**config.mk**
```make
export PLATFORM = sky130hd
export DESIGN_NAME = reaction_round_ctrl
export DESIGN_NICKNAME = d
export VERILOG_FILES = /design/src/rtl/reaction_round_ctrl.sv
export SDC_FILE = /design/constraint.sdc
export NUM_CORES = 1
export LEC_CHECK = 0
export CELL_PAD_IN_SITES_DETAIL_PLACEMENT = 1
export CELL_PAD_IN_SITES_GLOBAL_PLACEMENT = 1
export CORE_MARGIN = 2
export CORE_UTILIZATION = 49
export CTS_CLUSTER_SIZE = 8
export DETAILED_ROUTE_END_ITERATION = 10
export GPL_TIMING_DRIVEN = 0
export PLACE_DENSITY = 0.87
export SLEW_MARGIN = 0
export SYNTH_ARGS = -nofsm -noshare
export SYNTH_HDL_FRONTEND = slang
export SYNTH_SLANG_ARGS = --single-unit
```
**constraint.sdc**
```tcl
create_clock -name clk -period 4.5 [get_ports clk]
set_clock_uncertainty 0.15 [all_clocks]
set_input_delay 0.9 -clock clk [delete_from_list [all_inputs] [get_ports clk]]
set_output_delay 0.9 -clock clk [all_outputs]
set_load 0.02 [all_outputs]
```
**src/rtl/reaction_round_ctrl.sv**
```systemverilog
// reaction_round_ctrl
// Game core for the reaction game. It shows a one-hot target, scores a hit
// once the synchronised player pattern has matched for HOLD_CYCLES cycles in
// a row, and requires a full release before the next hit can count. A
// per-second countdown ends the round.
//
// Ports:
//   clk        system clock
//   resetn     asynchronous active-low reset
//   start      one-cycle pulse; starts or restarts a round (wins over everything)
//   mode       0 = sequential walk, 1 = random targets; sampled on start
//   player_in  raw switch pattern, asynchronous to clk
//   target     one-hot target, zero outside PLAY/RELEASE
//   score      saturating hit count for this round
//   time_left  remaining seconds
//   hit_pulse  one-cycle pulse per accepted hit
//   round_done high in DONE until the next start
//   state      debug: IDLE=0, PLAY=1, RELEASE=2, DONE=3
module reaction_round_ctrl #(
  parameter int          N_CH        = 8,
  parameter int          TICK_DIV    = 50000000,
  parameter int          ROUND_SECS  = 60,
  parameter int          HOLD_CYCLES = 16,
  parameter int          SCORE_W     = 8,
  parameter int          TIME_W      = 7,
  parameter logic [15:0] LFSR_SEED   = 16'hACE1
) (
  input  logic               clk,
  input  logic               resetn,
  input  logic               start,
  input  logic               mode,
  input  logic [N_CH-1:0]    player_in,
  output logic [N_CH-1:0]    target,
  output logic [SCORE_W-1:0] score,
  output logic [TIME_W-1:0]  time_left,
  output logic               hit_pulse,
  output logic               round_done,
  output logic [1:0]         state
);

  localparam int IDX_W  = $clog2(N_CH);
  localparam int HOLD_W = $clog2(HOLD_CYCLES + 1);
  localparam int PRE_W  = (TICK_DIV > 1) ? $clog2(TICK_DIV) : 1;

  localparam logic [PRE_W-1:0]   PRE_RELOAD = PRE_W'(TICK_DIV - 1);
  localparam logic [TIME_W-1:0]  TIME_LOAD  = TIME_W'(ROUND_SECS);
  localparam logic [HOLD_W-1:0]  HOLD_LAST  = HOLD_W'(HOLD_CYCLES - 1);
  localparam logic [IDX_W-1:0]   IDX_MAX    = IDX_W'(N_CH - 1);
  localparam logic [SCORE_W-1:0] SCORE_MAX  = {SCORE_W{1'b1}};

  typedef enum logic [1:0] {
    ST_IDLE    = 2'd0,
    ST_PLAY    = 2'd1,
    ST_RELEASE = 2'd2,
    ST_DONE    = 2'd3
  } state_t;

  // Fibonacci LFSR, taps 16,14,13,11 (bits 15,13,12,10).
  function automatic logic [15:0] lfsr_step(input logic [15:0] v);
    return {v[14:0], v[15] ^ v[13] ^ v[12] ^ v[10]};
  endfunction

  function automatic logic [IDX_W-1:0] lfsr_index(input logic [15:0] v);
    return IDX_W'(v % 16'(N_CH));
  endfunction

  function automatic logic [IDX_W-1:0] inc_index(input logic [IDX_W-1:0] i);
    return (i == IDX_MAX) ? {IDX_W{1'b0}} : i + IDX_W'(1);
  endfunction

  function automatic logic [N_CH-1:0] onehot(input logic [IDX_W-1:0] i);
    logic [N_CH-1:0] v;
    v    = {N_CH{1'b0}};
    v[i] = 1'b1;
    return v;
  endfunction

  state_t             state_r, state_nxt_s;
  logic [N_CH-1:0]    sync_meta_r, pin_s;
  logic [N_CH-1:0]    target_r, target_nxt_s;
  logic [IDX_W-1:0]   idx_r, idx_nxt_s;
  logic [SCORE_W-1:0] score_r, score_nxt_s;
  logic [TIME_W-1:0]  time_r, time_nxt_s;
  logic [PRE_W-1:0]   presc_r, presc_nxt_s;
  logic [HOLD_W-1:0]  hold_r, hold_nxt_s;
  logic               hit_r, hit_nxt_s;
  logic               done_r, done_nxt_s;
  logic               mode_r, mode_nxt_s;
  logic [15:0]        lfsr_r;
  logic [IDX_W-1:0]   rnd_idx_s, step_idx_s;

  // Two-flop synchroniser for the asynchronous player pattern.
  always_ff @(posedge clk or negedge resetn) begin
    if (!resetn) begin
      sync_meta_r <= {N_CH{1'b0}};
      pin_s       <= {N_CH{1'b0}};
    end else begin
      sync_meta_r <= player_in;
      pin_s       <= sync_meta_r;
    end
  end

  // Free-running LFSR, advances in every state.
  always_ff @(posedge clk or negedge resetn) begin
    if (!resetn) begin
      lfsr_r <= LFSR_SEED;
    end else begin
      lfsr_r <= lfsr_step(lfsr_r);
    end
  end

  // Next target index; random mode never repeats the current index.
  always_comb begin
    rnd_idx_s = lfsr_index(lfsr_r);
    if (mode_r) begin
      step_idx_s = (rnd_idx_s == idx_r) ? inc_index(rnd_idx_s) : rnd_idx_s;
    end else begin
      step_idx_s = inc_index(idx_r);
    end
  end

  // Next-state and next-output logic for the round FSM.
  always_comb begin
    state_nxt_s  = state_r;
    target_nxt_s = target_r;
    idx_nxt_s    = idx_r;
    score_nxt_s  = score_r;
    time_nxt_s   = time_r;
    presc_nxt_s  = presc_r;
    hold_nxt_s   = hold_r;
    hit_nxt_s    = 1'b0;
    done_nxt_s   = done_r;
    mode_nxt_s   = mode_r;

    if (start) begin
      state_nxt_s  = ST_PLAY;
      idx_nxt_s    = mode ? rnd_idx_s : {IDX_W{1'b0}};
      target_nxt_s = onehot(mode ? rnd_idx_s : {IDX_W{1'b0}});
      score_nxt_s  = {SCORE_W{1'b0}};
      time_nxt_s   = TIME_LOAD;
      presc_nxt_s  = PRE_RELOAD;
      hold_nxt_s   = {HOLD_W{1'b0}};
      done_nxt_s   = 1'b0;
      mode_nxt_s   = mode;
    end else begin
      case (state_r)
        ST_IDLE: begin
          state_nxt_s = ST_IDLE;
        end
        ST_PLAY: begin
          if (pin_s == target_r) begin
            if (hold_r == HOLD_LAST) begin
              hit_nxt_s    = 1'b1;
              score_nxt_s  = (score_r == SCORE_MAX) ? score_r : score_r + SCORE_W'(1);
              idx_nxt_s    = step_idx_s;
              target_nxt_s = onehot(step_idx_s);
              hold_nxt_s   = {HOLD_W{1'b0}};
              state_nxt_s  = ST_RELEASE;
            end else begin
              hold_nxt_s = hold_r + HOLD_W'(1);
            end
          end else begin
            hold_nxt_s = {HOLD_W{1'b0}};
          end
        end
        ST_RELEASE: begin
          // Matching is suspended until every input is released.
          if (pin_s == {N_CH{1'b0}}) begin
            state_nxt_s = ST_PLAY;
          end else begin
            state_nxt_s = ST_RELEASE;
          end
        end
        ST_DONE: begin
          state_nxt_s = ST_DONE;
        end
        default: begin
          state_nxt_s = ST_IDLE;
        end
      endcase

      // Countdown; a hit on the final tick is still counted above.
      if ((state_r == ST_PLAY) || (state_r == ST_RELEASE)) begin
        if (presc_r == {PRE_W{1'b0}}) begin
          presc_nxt_s = PRE_RELOAD;
          time_nxt_s  = time_r - TIME_W'(1);
          if (time_r == TIME_W'(1)) begin
            state_nxt_s  = ST_DONE;
            target_nxt_s = {N_CH{1'b0}};
            hold_nxt_s   = {HOLD_W{1'b0}};
            done_nxt_s   = 1'b1;
          end else begin
            done_nxt_s = done_r;
          end
        end else begin
          presc_nxt_s = presc_r - PRE_W'(1);
        end
      end else begin
        presc_nxt_s = presc_r;
      end
    end
  end

  // Round state and registered outputs.
  always_ff @(posedge clk or negedge resetn) begin
    if (!resetn) begin
      state_r  <= ST_IDLE;
      target_r <= {N_CH{1'b0}};
      idx_r    <= {IDX_W{1'b0}};
      score_r  <= {SCORE_W{1'b0}};
      time_r   <= TIME_LOAD;
      presc_r  <= PRE_RELOAD;
      hold_r   <= {HOLD_W{1'b0}};
      hit_r    <= 1'b0;
      done_r   <= 1'b0;
      mode_r   <= 1'b0;
    end else begin
      state_r  <= state_nxt_s;
      target_r <= target_nxt_s;
      idx_r    <= idx_nxt_s;
      score_r  <= score_nxt_s;
      time_r   <= time_nxt_s;
      presc_r  <= presc_nxt_s;
      hold_r   <= hold_nxt_s;
      hit_r    <= hit_nxt_s;
      done_r   <= done_nxt_s;
      mode_r   <= mode_nxt_s;
    end
  end

  assign target     = target_r;
  assign score      = score_r;
  assign time_left  = time_r;
  assign hit_pulse  = hit_r;
  assign round_done = done_r;
  assign state      = state_r;

endmodule
```
* Word-level counts from Yosys, hierarchy flattened
Cells that the tools add are included.
** Word-level totals
- Output and inout bits :: 27
- Input port bits :: 12
- Word-level logic and storage cells :: 107
- Flip-flop bits (word level) :: 94
** Operators by class
- Reduce and logical (&&, ||, !) cells :: 16
- Mux-type cells :: 54
- $lt $le $gt $ge :: 4
- Add/sub/neg operators :: 6
- Eq/ne operators :: 11
- Bitwise logic cells :: 3
** Operator list (count)
- two-way mux 8 bit :: 12
- two-way mux 26 bit :: 3
- two-way mux 5 bit :: 7
- two-way mux 3 bit :: 9
- logical NOT 26 bit :: 1
- subtractor 26 x 1 -> 26 bit (second input constant) :: 1
- two-way mux 7 bit :: 3
- two-way mux 2 bit :: 7
- nonzero test 2 bit :: 6
- two-way mux 1 bit :: 10
- adder 8 x 1 -> 8 bit (second input constant) :: 1
- == test 8 bit :: 1
- == test 8 bit (second input constant) :: 1
- logical NOT 8 bit :: 1
- less-than comparator 3 x 4 -> 1 bit (second input constant) :: 2
- case mux 2 bit (4 select lines) :: 1
- == test 7 x 1 -> 1 bit (second input constant) :: 1
- subtractor 7 x 1 -> 7 bit (second input constant) :: 1
- adder 3 x 1 -> 3 bit (second input constant) :: 2
- demux 1 bit (select 3 bit) :: 2
- == test 3 bit (second input constant) :: 2
- greater-or-equal comparator 3 x 1 -> 1 bit (second input constant) :: 2
- AND reduction 3 bit :: 2
- adder 5 x 1 -> 5 bit (second input constant) :: 1
- other kinds (11) :: 15

* Logic depth before layout (Yosys ltp)
Gate-level depths: netlist of run 1.
- Depth after elaboration :: 15
- Depth in mapped cells :: 9
- Depth with buffers taken out :: 8

* Worst setup path before layout of run 1
Ideal clock, no wire load.
- Path kind :: register -> register
- Start point :: reg presc_r[19]
- End point :: reg target_r[6], in the netlist target[6]
- Cell stages (with the launch flop) :: 8
- Required time :: 4.224 ns
- Slack :: 2.027 ns
- Arrival time :: 2.197 ns
- Setup time :: 0.126 ns
- Period minus slack after synthesis :: 2.473 ns
- Path buffers :: 1
- Cell sequence :: dfstp_2 > or4_4 > or3_4 > and4b_1 > buf_6 > a21oi_4 > and3_1 > a221o_1
** Between the ends
- Cells in the longest elaborated chain, start to end :: 4
** RTL lines
- from (decl) :: line 84 : logic [PRE_W-1:0] presc_r, presc_nxt_s;
- from (signal assigned) :: line 223 : presc_r <= presc_nxt_s;
- logical NOT 26 bit :: line 184 : if (presc_r == {PRE_W{1'b0}}) begin
- two-way mux 8 bit :: line 184
- two-way mux 8 bit :: line 183 : if ((state_r == ST_PLAY) || (state_r == ST_RELEASE)) begin
- two-way mux 8 bit :: line 135 : if (start) begin
- net target_nxt_s[6] :: line 80 : logic [N_CH-1:0] target_r, target_nxt_s;
- to (signal assigned) :: line 208 : target_r <= {N_CH{1'b0}};
- to (signal assigned) :: line 219 : target_r <= target_nxt_s;
- to (decl) :: line 80
The timed path passes the listed nets, and every way through them passes these cells.
A chain may end at the register's enable or synchronous reset.

* Worst setup path after layout of run 1
- Start point :: in start
- End point :: reg presc_r[22]
** Between the ends
- Cells in the longest elaborated chain, start to end :: 1
- Elaborated cells on any way between the ends :: 2
- Classes of those cells :: mux: 1; reduce/logical: 1
** RTL lines
- from (decl) :: line 30 : input logic start,
- two-way mux 26 bit or nonzero test 2 bit (tied branches)
Parallel ways exist; a longest one is shown, timed or not.

==> impl_metrics.env, run 1 <==
export IMPL_cp_common_cell="nor4_1"
export IMPL_synth_cell_types=57
export IMPL_clk_path_buf_depth=2
export IMPL_drtAntennaViolNets=0
export IMPL_vias=3359
export IMPL_ios=39
export IMPL_startpoint_type="input port"
export IMPL_crit_chain="clkdlybuf4s50_1, o21bai_1, nor4_1, nand3_1, nor4_1, xnor2_1, nand2_1"
export IMPL_cp_num_cells=7
export IMPL_grt_pass1_vias=3697
export IMPL_async_reset_ff_frac=1.00
export IMPL_yosysSeqAreaShare=0.531
export IMPL_chipWidth_um=99.9
export IMPL_cts_setup_buffers=0
export IMPL_min_period_ns=2.91
export IMPL_drc=0
export IMPL_initialDrtViolationCount=97
export IMPL_die_y_um=99.9
export IMPL_gp_congestion=0.848
export IMPL_setup_viol=0
export IMPL_rsz0062_at_grt="false"
export IMPL_cts_tree="done"
export IMPL_avgSynthCellArea_um2=10.6
export IMPL_crit_family="simple AND/OR/NAND/NOR gates"
export IMPL_start_util=0.511
export IMPL_viasPerCell=5.74
export IMPL_antenna_found_initial=0
export IMPL_crit_buf_inv=1
export IMPL_netlist_instances=423
export IMPL_hold_buffers=0
export IMPL_grt_first_pass_wirelength_um=18500
export IMPL_holdPathStages=0
export IMPL_synth_area_mm2=0.00450
export IMPL_critPathMaxStageDelay_ns=0.61
export IMPL_ys_warn_count=0
export IMPL_cts_root_buf="clkbuf_8"
export IMPL_hold_path_class="flip-flop to flip-flop"
export IMPL_port_buffers=37
export IMPL_drive_above_1_share=0.149
export IMPL_cp_data_required_time_ns=4.62
export IMPL_r2r_cells=8
export IMPL_clk_pin_slew_worst_paths_ns=0.09
export IMPL_post_route_period_util=0.646
export IMPL_leakagePower_nw=2.19
export IMPL_cp_max_fo=4
export IMPL_synth_nets=449
export IMPL_finalHoldViolCount=0
export IMPL_cp_end_kind="flip-flop"
export IMPL_tightest_slew_ns=0.843
export IMPL_crit_arrival_ns=3.03
export IMPL_core_rowCount=34
export IMPL_whs_ns=0.209
export IMPL_synth_top_flop_cell="dfrtp_1"
export IMPL_fmax_mhz=344
export IMPL_grt_max_degree=49
export IMPL_cts_htree_levels=3
export IMPL_cp_slowest_cell="nor4_1"
export IMPL_setup_tns_ns=0
export IMPL_setup_worst_path_class="input port to flip-flop"
export IMPL_drv_cap=0
export IMPL_areaGrowthSynthToFinish_pct=17.0
export IMPL_coreArea_mm2=0.00881
export IMPL_clock_latency_ns=0.37
export IMPL_relSlewSlack=0.430
export IMPL_vdd_drop_max_uv=181
export IMPL_synth_edf_count=0
export IMPL_p_per_area_mw_per_mm2=308
export IMPL_clock_sinks=94
export IMPL_cts_resized=0
export IMPL_report_final_slew_viol_count=0
export IMPL_hpwlAfterDp_um=7770
export IMPL_drt_pass1_iter_count=4
export IMPL_ys_seq_elements=94
export IMPL_numCtsBuffers=9
export IMPL_fill_cells=953
export IMPL_nets=498
export IMPL_track_usage=0.239
export IMPL_wl_per_cell_um=18.7
export IMPL_outcome="complete, no violations"
export IMPL_diodes=0
export IMPL_dieArea_mm2=0.00997
export IMPL_routed_wirelength_um=11000
export IMPL_grt_overflow_total=0
## synth_stat cells (3+ instances only)
cell | n | area share
dfrtp_1 | 64 | 0.36
nor2_1 | 40 | 0.033
nand2_1 | 33 | 0.028
dfstp_2 | 30 | 0.18
xor2_1 | 28 | 0.054
nand3_1 | 22 | 0.024
xnor2_1 | 21 | 0.041
o21ai_0 | 16 | 0.018
ha_1 | 14 | 0.039
nor3_1 | 13 | 0.014
nor4_1 | 13 | 0.018
a21oi_1 | 12 | 0.013
clkbuf_1 | 11 | 0.0092
inv_1 | 10 | 0.0083
nand2b_1 | 10 | 0.014
o31ai_1 | 6 | 0.010
and2_1 | 5 | 0.0069
a221o_1 | 4 | 0.0089
nand4_1 | 4 | 0.0056
nor2b_1 | 4 | 0.0056
or2_2 | 4 | 0.0056
and3_1 | 3 | 0.0042
nand3b_1 | 3 | 0.0050
nor3b_1 | 3 | 0.0050
nor4b_1 | 3 | 0.0058
or3_1 | 3 | 0.0042
or3_2 | 3 | 0.0050
## sequential cells by signal (all words and copies together) (netlist names), 2 cells and up
name	flops
presc_r	26
pin_s	8
hold_r	5
sync_meta_r	8
score	8
target	8
state	2
idx_r	3
lfsr_r	16
time_left	7
## worst register-to-register path: cells and delay by family, from the launching register on
kind | cells | cell delay (ns)
and+or+nand+nor | 4 | 1.29
DFF | 1 | 0.47
adders and majority gates | 1 | 0.43
AOI/OAI and AO/OA | 1 | 0.18
xor gates and xnor gates | 1 | 0.17
buffers and inverters | 1 | 0.12
## report_power, final
group          switching [mW]  internal, mW
clock network           0.289         0.370
logic                  0.0586        0.0341
registers             0.00964         0.860
## kinds of logic after synthesis
group	synth area share
AOI/OAI and AO/OA	0.0876
adders and majority gates	0.0389
DFF	0.531
xor gates and xnor gates	0.0953
buffers and inverters	0.0295
muxes	0.00445
and+or+nand+nor	0.213
## per-stage QoR
stage                     area [um2]  setup WS [ns]  instances   util  power [mW]
after floorplan                 4500           2.03        423      -       0.927
after global placement          5010         -0.956        568  0.569       0.968
after detailed placement        5030           1.20        569  0.571       0.977
after CTS                       5270           1.59        585  0.598        1.64
after global routing            5270           1.39        585  0.598        1.68
final                           5270           1.59        585  0.598        1.62
## area by class of cell
class	count	area, um2	share of cell area
Sequential cell	94	2390	0.454
Multi-Input combinational cell	303	1980	0.376
Timing Repair Buffer	38	395	0.0751
Clock buffer	12	135	0.0257
Tap cell	108	135	0.0257
Clock inverter	4	97.6	0.0185
Buffer	16	95.1	0.0181
Inverter	10	37.5	0.00713
## routing by layer
metal | track usage | wire, um
met5 | 0 | 0
met4 | 0.0969 | 257
met3 | 0.0390 | 288
met2 | 0.413 | 5570
met1 | 0.300 | 4840
## cells in the final DEF (no fill, tap or decap), types with 4 or more instances in the layout
master,Yosys,final
dfrtp_1,64,64
nor2_1,40,40
clkdlybuf4s50_1,0,36
nand2_1,33,33
dfstp_2,30,30
xor2_1,28,28
nand3_1,22,22
xnor2_1,21,21
o21ai_0,16,16
clkbuf_1,11,14
ha_1,14,14
nor4_1,13,13
nor3_1,13,13
a21oi_1,12,12
clkbuf_8,2,11
nand2b_1,10,10
inv_1,10,10
o31ai_1,6,6
and2_1,5,5
or2_2,4,4
nand4_1,4,4
a221o_1,4,4
nor2b_1,4,4
## final timing paths
kind / start / endpoint / slack [ns]
worst min register to register: sync_meta_r[7]$_DFF_PN0_ / pin_s[7]$_DFF_PN0_ / 0.21
worst max register to register: state[1]$_DFF_PN0_ / presc_r[22]$_DFFE_PN1P_ / 1.60
worst min-delay path: sync_meta_r[7]$_DFF_PN0_ / pin_s[7]$_DFF_PN0_ / 0.21
max in group asynchronous: resetn / presc_r[25]$_DFFE_PN1P_ / 3.09
min in group asynchronous: resetn / sync_meta_r[6]$_DFF_PN0_ / 0.39
worst max-delay path: start / presc_r[22]$_DFFE_PN1P_ / 1.59
Power figures use the tool's default switching activity.
==> run 2: changes to the inputs <==
--- a/config.mk
+++ b/config.mk
@@ -8,11 +8,11 @@
 export CELL_PAD_IN_SITES_DETAIL_PLACEMENT = 1
 export CELL_PAD_IN_SITES_GLOBAL_PLACEMENT = 1
 export CORE_MARGIN = 2
-export CORE_UTILIZATION = 49
+export CORE_UTILIZATION = 41
 export CTS_CLUSTER_SIZE = 8
 export DETAILED_ROUTE_END_ITERATION = 10
 export GPL_TIMING_DRIVEN = 0
-export PLACE_DENSITY = 0.87
+export PLACE_DENSITY = 0.78
 export SLEW_MARGIN = 0
 export SYNTH_ARGS = -nofsm -noshare
 export SYNTH_HDL_FRONTEND = slang
==> constraint.sdc (replaced) <==
create_clock -name clk -period 2.6 [get_ports clk]
set_clock_uncertainty 0.15 [all_clocks]
set_input_delay 0.52 -clock clk [delete_from_list [all_inputs] [get_ports clk]]
set_output_delay 0.52 -clock clk [all_outputs]
set_load 0.02 [all_outputs]
==> impl_metrics.env, run 2 (synthesized netlist as in run 1, its figures left out) <==
export IMPL_antenna_found_initial=0
export IMPL_crit_chain="or4_4, or3_4, and4b_2, buf_6, a21oi_4, and3_4, a221o_1"
export IMPL_fill_cells=1197
export IMPL_clk_pin_slew_worst_paths_ns=0.09
export IMPL_cp_slowest_cell="or4_4"
export IMPL_grt_overflow_total=0
export IMPL_cts_root_buf="clkbuf_8"
export IMPL_drtAntennaViolNets=0
export IMPL_final_cell_mix="dfrtp_1, nor2_1, clkdlybuf4s50_1"
export IMPL_clk_path_buf_depth=2
export IMPL_hold_path_class="input port to async pin"
export IMPL_port_buffers=37
export IMPL_finalHoldViolCount=0
export IMPL_p_per_area_mw_per_mm2=485
export IMPL_initialDrtViolationCount=105
export IMPL_setup_tns_ns=-0.0197
export IMPL_hpwlAfterDp_um=7500
export IMPL_clock_sinks=94
export IMPL_setup_viol=1
export IMPL_crit_arrival_ns=2.72
export IMPL_setup_worst_path_class="flip-flop to flip-flop"
export IMPL_cp_end_kind="flip-flop"
export IMPL_drt_pass1_iter_count=4
export IMPL_grt_pass1_vias=3537
export IMPL_ios=39
export IMPL_timing_final_ws_setup_ns=-0.0197
export IMPL_clock_latency_ns=0.37
export IMPL_numCtsBuffers=9
export IMPL_nets=504
export IMPL_cp_max_fo=7
export IMPL_vias=3310
export IMPL_largest_register_ffs=26
export IMPL_post_dp_cell_area_mm2=0.00507
export IMPL_grt_first_pass_wirelength_um=18000
export IMPL_track_usage=0.198
export IMPL_post_route_period_util=1.01
export IMPL_chipWidth_um=109
export IMPL_crit_buf_inv=1
export IMPL_cp_data_required_time_ns=2.70
export IMPL_rsz0062_at_grt="true"
export IMPL_relSlewSlack=0.591
export IMPL_report_final_slew_viol_count=0
export IMPL_routed_wirelength_um=10600
export IMPL_areaGrowthSynthToFinish_pct=20.1
export IMPL_pre_cts_slack_ns=-0.363
export IMPL_dieArea_mm2=0.0118
export IMPL_drc=0
export IMPL_critPathMaxStageDelay_ns=0.55
export IMPL_mostFrequentLayoutCell="dfrtp_1"
export IMPL_regArea_mm2=0.00239
export IMPL_final_area_mm2=0.00541
export IMPL_outcome="finished with violations"
export IMPL_regMostFlops="presc_r"
export IMPL_start_util=0.417
export IMPL_gp_congestion=0.837
export IMPL_core_rowCount=38
export IMPL_hold_buffers=0
export IMPL_wl_per_cell_um=16.9
export IMPL_die_y_um=109
export IMPL_violations="negative setup slack"
export IMPL_startpoint_type="flip-flop"
export IMPL_drv_cap=0
export IMPL_min_period_ns=2.62
export IMPL_multi_input_area_mm2=0.00207
export IMPL_cts_htree_levels=3
export IMPL_vdd_drop_max_uv=242
export IMPL_grt_max_degree=49
export IMPL_drive_above_1_share=0.195
export IMPL_coreArea_mm2=0.0108
export IMPL_reg_top3="presc_r: 26 flops, lfsr_r: 16 flops"
export IMPL_crit_family="simple AND/OR/NAND/NOR gates"
export IMPL_viasPerCell=5.31
export IMPL_tightest_slew_ns=0.609
export IMPL_cts_tree="done"
export IMPL_leakagePower_nw=2.24
export IMPL_fmax_mhz=382
export IMPL_diodes=0
[run 2: worst paths after layout]
path | depth (start not counted) | end | startpoint | slack (ns)
max in group asynchronous | 2 | presc_r[22]$_DFFE_PN1P_ | resetn | 1.61
min | 1 | sync_meta_r[5]$_DFF_PN0_ | resetn | 0.005
min in group clk | 0 | pin_s[5]$_DFF_PN0_ | sync_meta_r[5]$_DFF_PN0_ | 0.21
max | 7 | target[6]$_DFF_PN0_ | presc_r[19]$_DFFE_PN1P_ | -0.02
min reg2reg | 0 | pin_s[5]$_DFF_PN0_ | sync_meta_r[5]$_DFF_PN0_ | 0.21
max reg2reg | 7 | target[6]$_DFF_PN0_ | presc_r[19]$_DFFE_PN1P_ | -0.02
[run 2: metrics by stage]
stage          utilization  hold slack [ns]  std cells  power, mW
2_1_floorplan            -           0.0744        423       1.60
3_3_place_gp         0.468            0.187        600       1.68
3_5_place_dp         0.470            0.186        601       1.69
4_1_cts              0.494          0.00748        619       2.66
5_1_grt              0.501           0.0310        623       2.74
6_report             0.501          0.00509        623       2.62
[run 2: power breakdown]
group	total (mW)	internal, mW	switching (mW)
Clock	0.957	0.441	0.515
Combinational	0.163	0.0613	0.102
Sequential	1.50	1.49	0.0157
Total	2.62	1.99	0.633
[run 2: final cells by class]
| type | count | share of cell area |
|---|---|---|
| well taps | 140 | 0.0324 |
| clock inverters | 6 | 0.0116 |
| plain buffers | 15 | 0.0178 |
| inverters | 10 | 0.00694 |
| clock buffers | 10 | 0.0236 |
| flip-flops and latches | 94 | 0.442 |
| multi-input cells | 303 | 0.383 |
| repair buffers | 45 | 0.0829 |
[run 2: what timing repair did]
action,in CTS,in global routing
pin swaps,3,5
setup buffers,2,5
hold endpoints to repair,0,0
setup endpoints to repair,39,38
gates resized for setup,11,13
[run 2: worst register-to-register path: stages, from the launching register on]
cell and delay (ns):
dfstp_2 0.38, or4_4 0.55, or3_4 0.35, and4b_2 0.34
buf_6 0.14, a21oi_4 0.10, and3_4 0.17, a221o_1 0.32
[run 2: layer usage]
| layer | routed length (um) | GRT usage | vias up |
|---|---|---|---|
| met5 | 0 | 0 | - |
| met4 | 183 | 0.0797 | 0 |
| met3 | 319 | 0.0424 | 15 |
| met2 | 5100 | 0.317 | 57 |
| met1 | 4960 | 0.262 | 1658 |
| li1 | - | - | 1580 |
==> run 3: changes to the inputs <==
--- a/config.mk
+++ b/config.mk
@@ -12,7 +12,7 @@
 export CTS_CLUSTER_SIZE = 8
 export DETAILED_ROUTE_END_ITERATION = 10
 export GPL_TIMING_DRIVEN = 0
-export PLACE_DENSITY = 0.78
+export PLACE_DENSITY_LB_ADDON = 0.1
 export SLEW_MARGIN = 0
 export SYNTH_ARGS = -nofsm -noshare
 export SYNTH_HDL_FRONTEND = slang
==> impl_metrics.env, run 3 (synthesized netlist as in run 1, its figures left out) <==
export IMPL_crit_arrival_ns=2.68
export IMPL_holdPathStages=0
export IMPL_chipWidth_um=109
export IMPL_timing_rr_end="target[6]$_DFF_PN0_"
export IMPL_final_area_mm2=0.00543
export IMPL_track_usage=0.198
export IMPL_cp_data_required_time_ns=2.71
export IMPL_hold_path_class="flip-flop to flip-flop"
export IMPL_rsz0062_at_grt="true"
export IMPL_antenna_found_initial=0
export IMPL_vias=3311
export IMPL_cts_root_buf="clkbuf_8"
export IMPL_gp_congestion=0.863
export IMPL_hpwlAfterDp_um=7600
export IMPL_r2r_cells=7
export IMPL_outcome="complete, no violations"
export IMPL_finalHoldViolCount=0
export IMPL_dp_cells=601
export IMPL_drive_above_1_share=0.198
export IMPL_p_total_mw=2.63
export IMPL_startpoint_type="flip-flop"
export IMPL_rr_startpoint="presc_r[22]$_DFFE_PN1P_"
export IMPL_reg2reg_slack_ns=0.04
export IMPL_mostFrequentLayoutCell="dfrtp_1"
export IMPL_stdcell_count=624
export IMPL_drtAntennaViolNets=0
export IMPL_ios=39
export IMPL_tightest_slew_ns=0.637
export IMPL_cp_end_kind="flip-flop"
export IMPL_crit_chain="or4_4, or3_4, and4b_2, buf_6, a21oi_4, and3_4, a221o_1"
export IMPL_port_buffers=37
export IMPL_whs_ns=0.206
export IMPL_crit_start="presc_r[22]$_DFFE_PN1P_"
export IMPL_largest_register_ffs=26
export IMPL_multi_input_area_mm2=0.00208
export IMPL_regArea_mm2=0.00239
export IMPL_p_per_area_mw_per_mm2=484
export IMPL_viasPerCell=5.31
export IMPL_fmax_mhz=390
export IMPL_pwr_share_clk=0.366
export IMPL_vdd_drop_max_uv=313
export IMPL_relSlewSlack=0.571
export IMPL_post_dp_cell_area_mm2=0.00507
export IMPL_clock_sinks=94
export IMPL_p_int_mw=2.01
export IMPL_p_switching_uw=618
export IMPL_die_y_um=109
export IMPL_routed_wirelength_um=10800
export IMPL_min_period_ns=2.56
export IMPL_critPathMaxStageDelay_ns=0.53
export IMPL_grt_max_degree=57
export IMPL_power_frac_seq=0.572
export IMPL_numCtsBuffers=9
export IMPL_cts_tree="done"
export IMPL_cp_max_fo=7
export IMPL_final_cell_mix="dfrtp_1, nor2_1, clkdlybuf4s50_1"
export IMPL_initialDrtViolationCount=168
export IMPL_report_final_slew_viol_count=0
export IMPL_p_sw_frac=0.235
export IMPL_wl_per_cell_um=17.2
export IMPL_diodes=0
export IMPL_grt_first_pass_wirelength_um=17900
export IMPL_areaGrowthSynthToFinish_pct=20.7
export IMPL_clk_pin_slew_worst_paths_ns=0.09
export IMPL_drt_pass1_iter_count=4
export IMPL_fill_cells=1165
export IMPL_p_comb_frac=0.062
export IMPL_regMostFlops="presc_r"
export IMPL_drv_cap=0
export IMPL_cp_endpoint="target[6]$_DFF_PN0_"
export IMPL_grt_pass1_vias=3511
export IMPL_coreArea_mm2=0.0108
export IMPL_reg_top3="presc_r: 26 flops, lfsr_r: 16 flops"
export IMPL_core_rowCount=38
export IMPL_cts_htree_levels=3
export IMPL_post_route_period_util=0.986
export IMPL_drc=0
export IMPL_leakagePower_nw=2.27
export IMPL_grt_overflow_total=0
export IMPL_final_core_utilization=0.503
export IMPL_dieArea_mm2=0.0118
export IMPL_clk_path_buf_depth=2
export IMPL_setup_viol=0
export IMPL_nets=505
export IMPL_cp_slowest_cell="or4_4"
export IMPL_start_util=0.417
export IMPL_clock_latency_ns=0.38
export IMPL_setup_worst_path_class="flip-flop to flip-flop"
## run 3: how the worst min path moves through the flow
| stage | startpoint | slack [ns] | end |
|---|---|---|---|
| 2_1_floorplan | resetn | 0.07 | hit_pulse$_DFF_PN0_ |
| 3_3_place_gp | sync_meta_r[4]$_DFF_PN0_ | 0.18 | pin_s[4]$_DFF_PN0_ |
| 3_5_place_dp | sync_meta_r[6]$_DFF_PN0_ | 0.19 | pin_s[6]$_DFF_PN0_ |
| 4_1_cts | sync_meta_r[6]$_DFF_PN0_ | 0.21 | pin_s[6]$_DFF_PN0_ |
| 5_1_grt | lfsr_r[5]$_DFF_PN1_ | 0.21 | lfsr_r[6]$_DFF_PN1_ |
| 6_report | lfsr_r[8]$_DFF_PN0_ | 0.21 | lfsr_r[9]$_DFF_PN0_ |
## run 3: what timing repair did
action / 4_1_cts / 5_1_grt
pin swaps: 3 / 2
hold endpoints to repair: 35 / 0
endpoints found under the setup margin: 39 / 34
setup buffers: 4 / 3
hold buffers: 1 / 0
gates resized for setup: 16 / 11
## run 3: through the flow
step                setup WS (ns)  setup TNS [ns]
CTS                       0.00256               0
global placement            -2.67         -222.81
global route              -0.0238         -0.0489
floorplan                   0.127               0
detailed placement         -0.349           -8.14
finish                     0.0375               0
## run 3: critical path, delay by kind of cell, from the launching register on
family / cells / cell delay (ns)
AO/OA/AOI/OAI: 2 / 0.41
AND/OR/NAND/NOR: 4 / 1.37
flip-flops: 1 / 0.38
buffers and inverters: 1 / 0.14
## run 3: power by group through the flow
stage / Combinational (mW) / Clock (mW) / Sequential, mW
2_1_floorplan: 0.0753 / 0 / 1.53
4_1_cts: 0.167 / 1.01 / 1.50
5_1_grt: 0.184 / 1.07 / 1.51
3_5_place_dp: 0.161 / 0 / 1.53
6_report: 0.163 / 0.964 / 1.50
3_3_place_gp: 0.152 / 0 / 1.53
## run 3: layout make-up
| cell class | instances | share of cell area |
|---|---|---|
| clock buffer | 11 | 0.0260 |
| buffer | 15 | 0.0180 |
| timing repair buffer | 46 | 0.0843 |
| clock inverter | 5 | 0.00898 |
| inverter | 10 | 0.00691 |
| sequential | 94 | 0.440 |
| multi-input combinational | 303 | 0.383 |
| tap | 140 | 0.0322 |
## run 3: per-layer routing
metal | share of wire | global-route usage | vias up
met5 | 0 | 0 | -
met4 | 0.0084 | 0.0476 | 0
met3 | 0.028 | 0.0556 | 7
met2 | 0.47 | 0.316 | 39
met1 | 0.50 | 0.268 | 1677
li1 | - | - | 1588
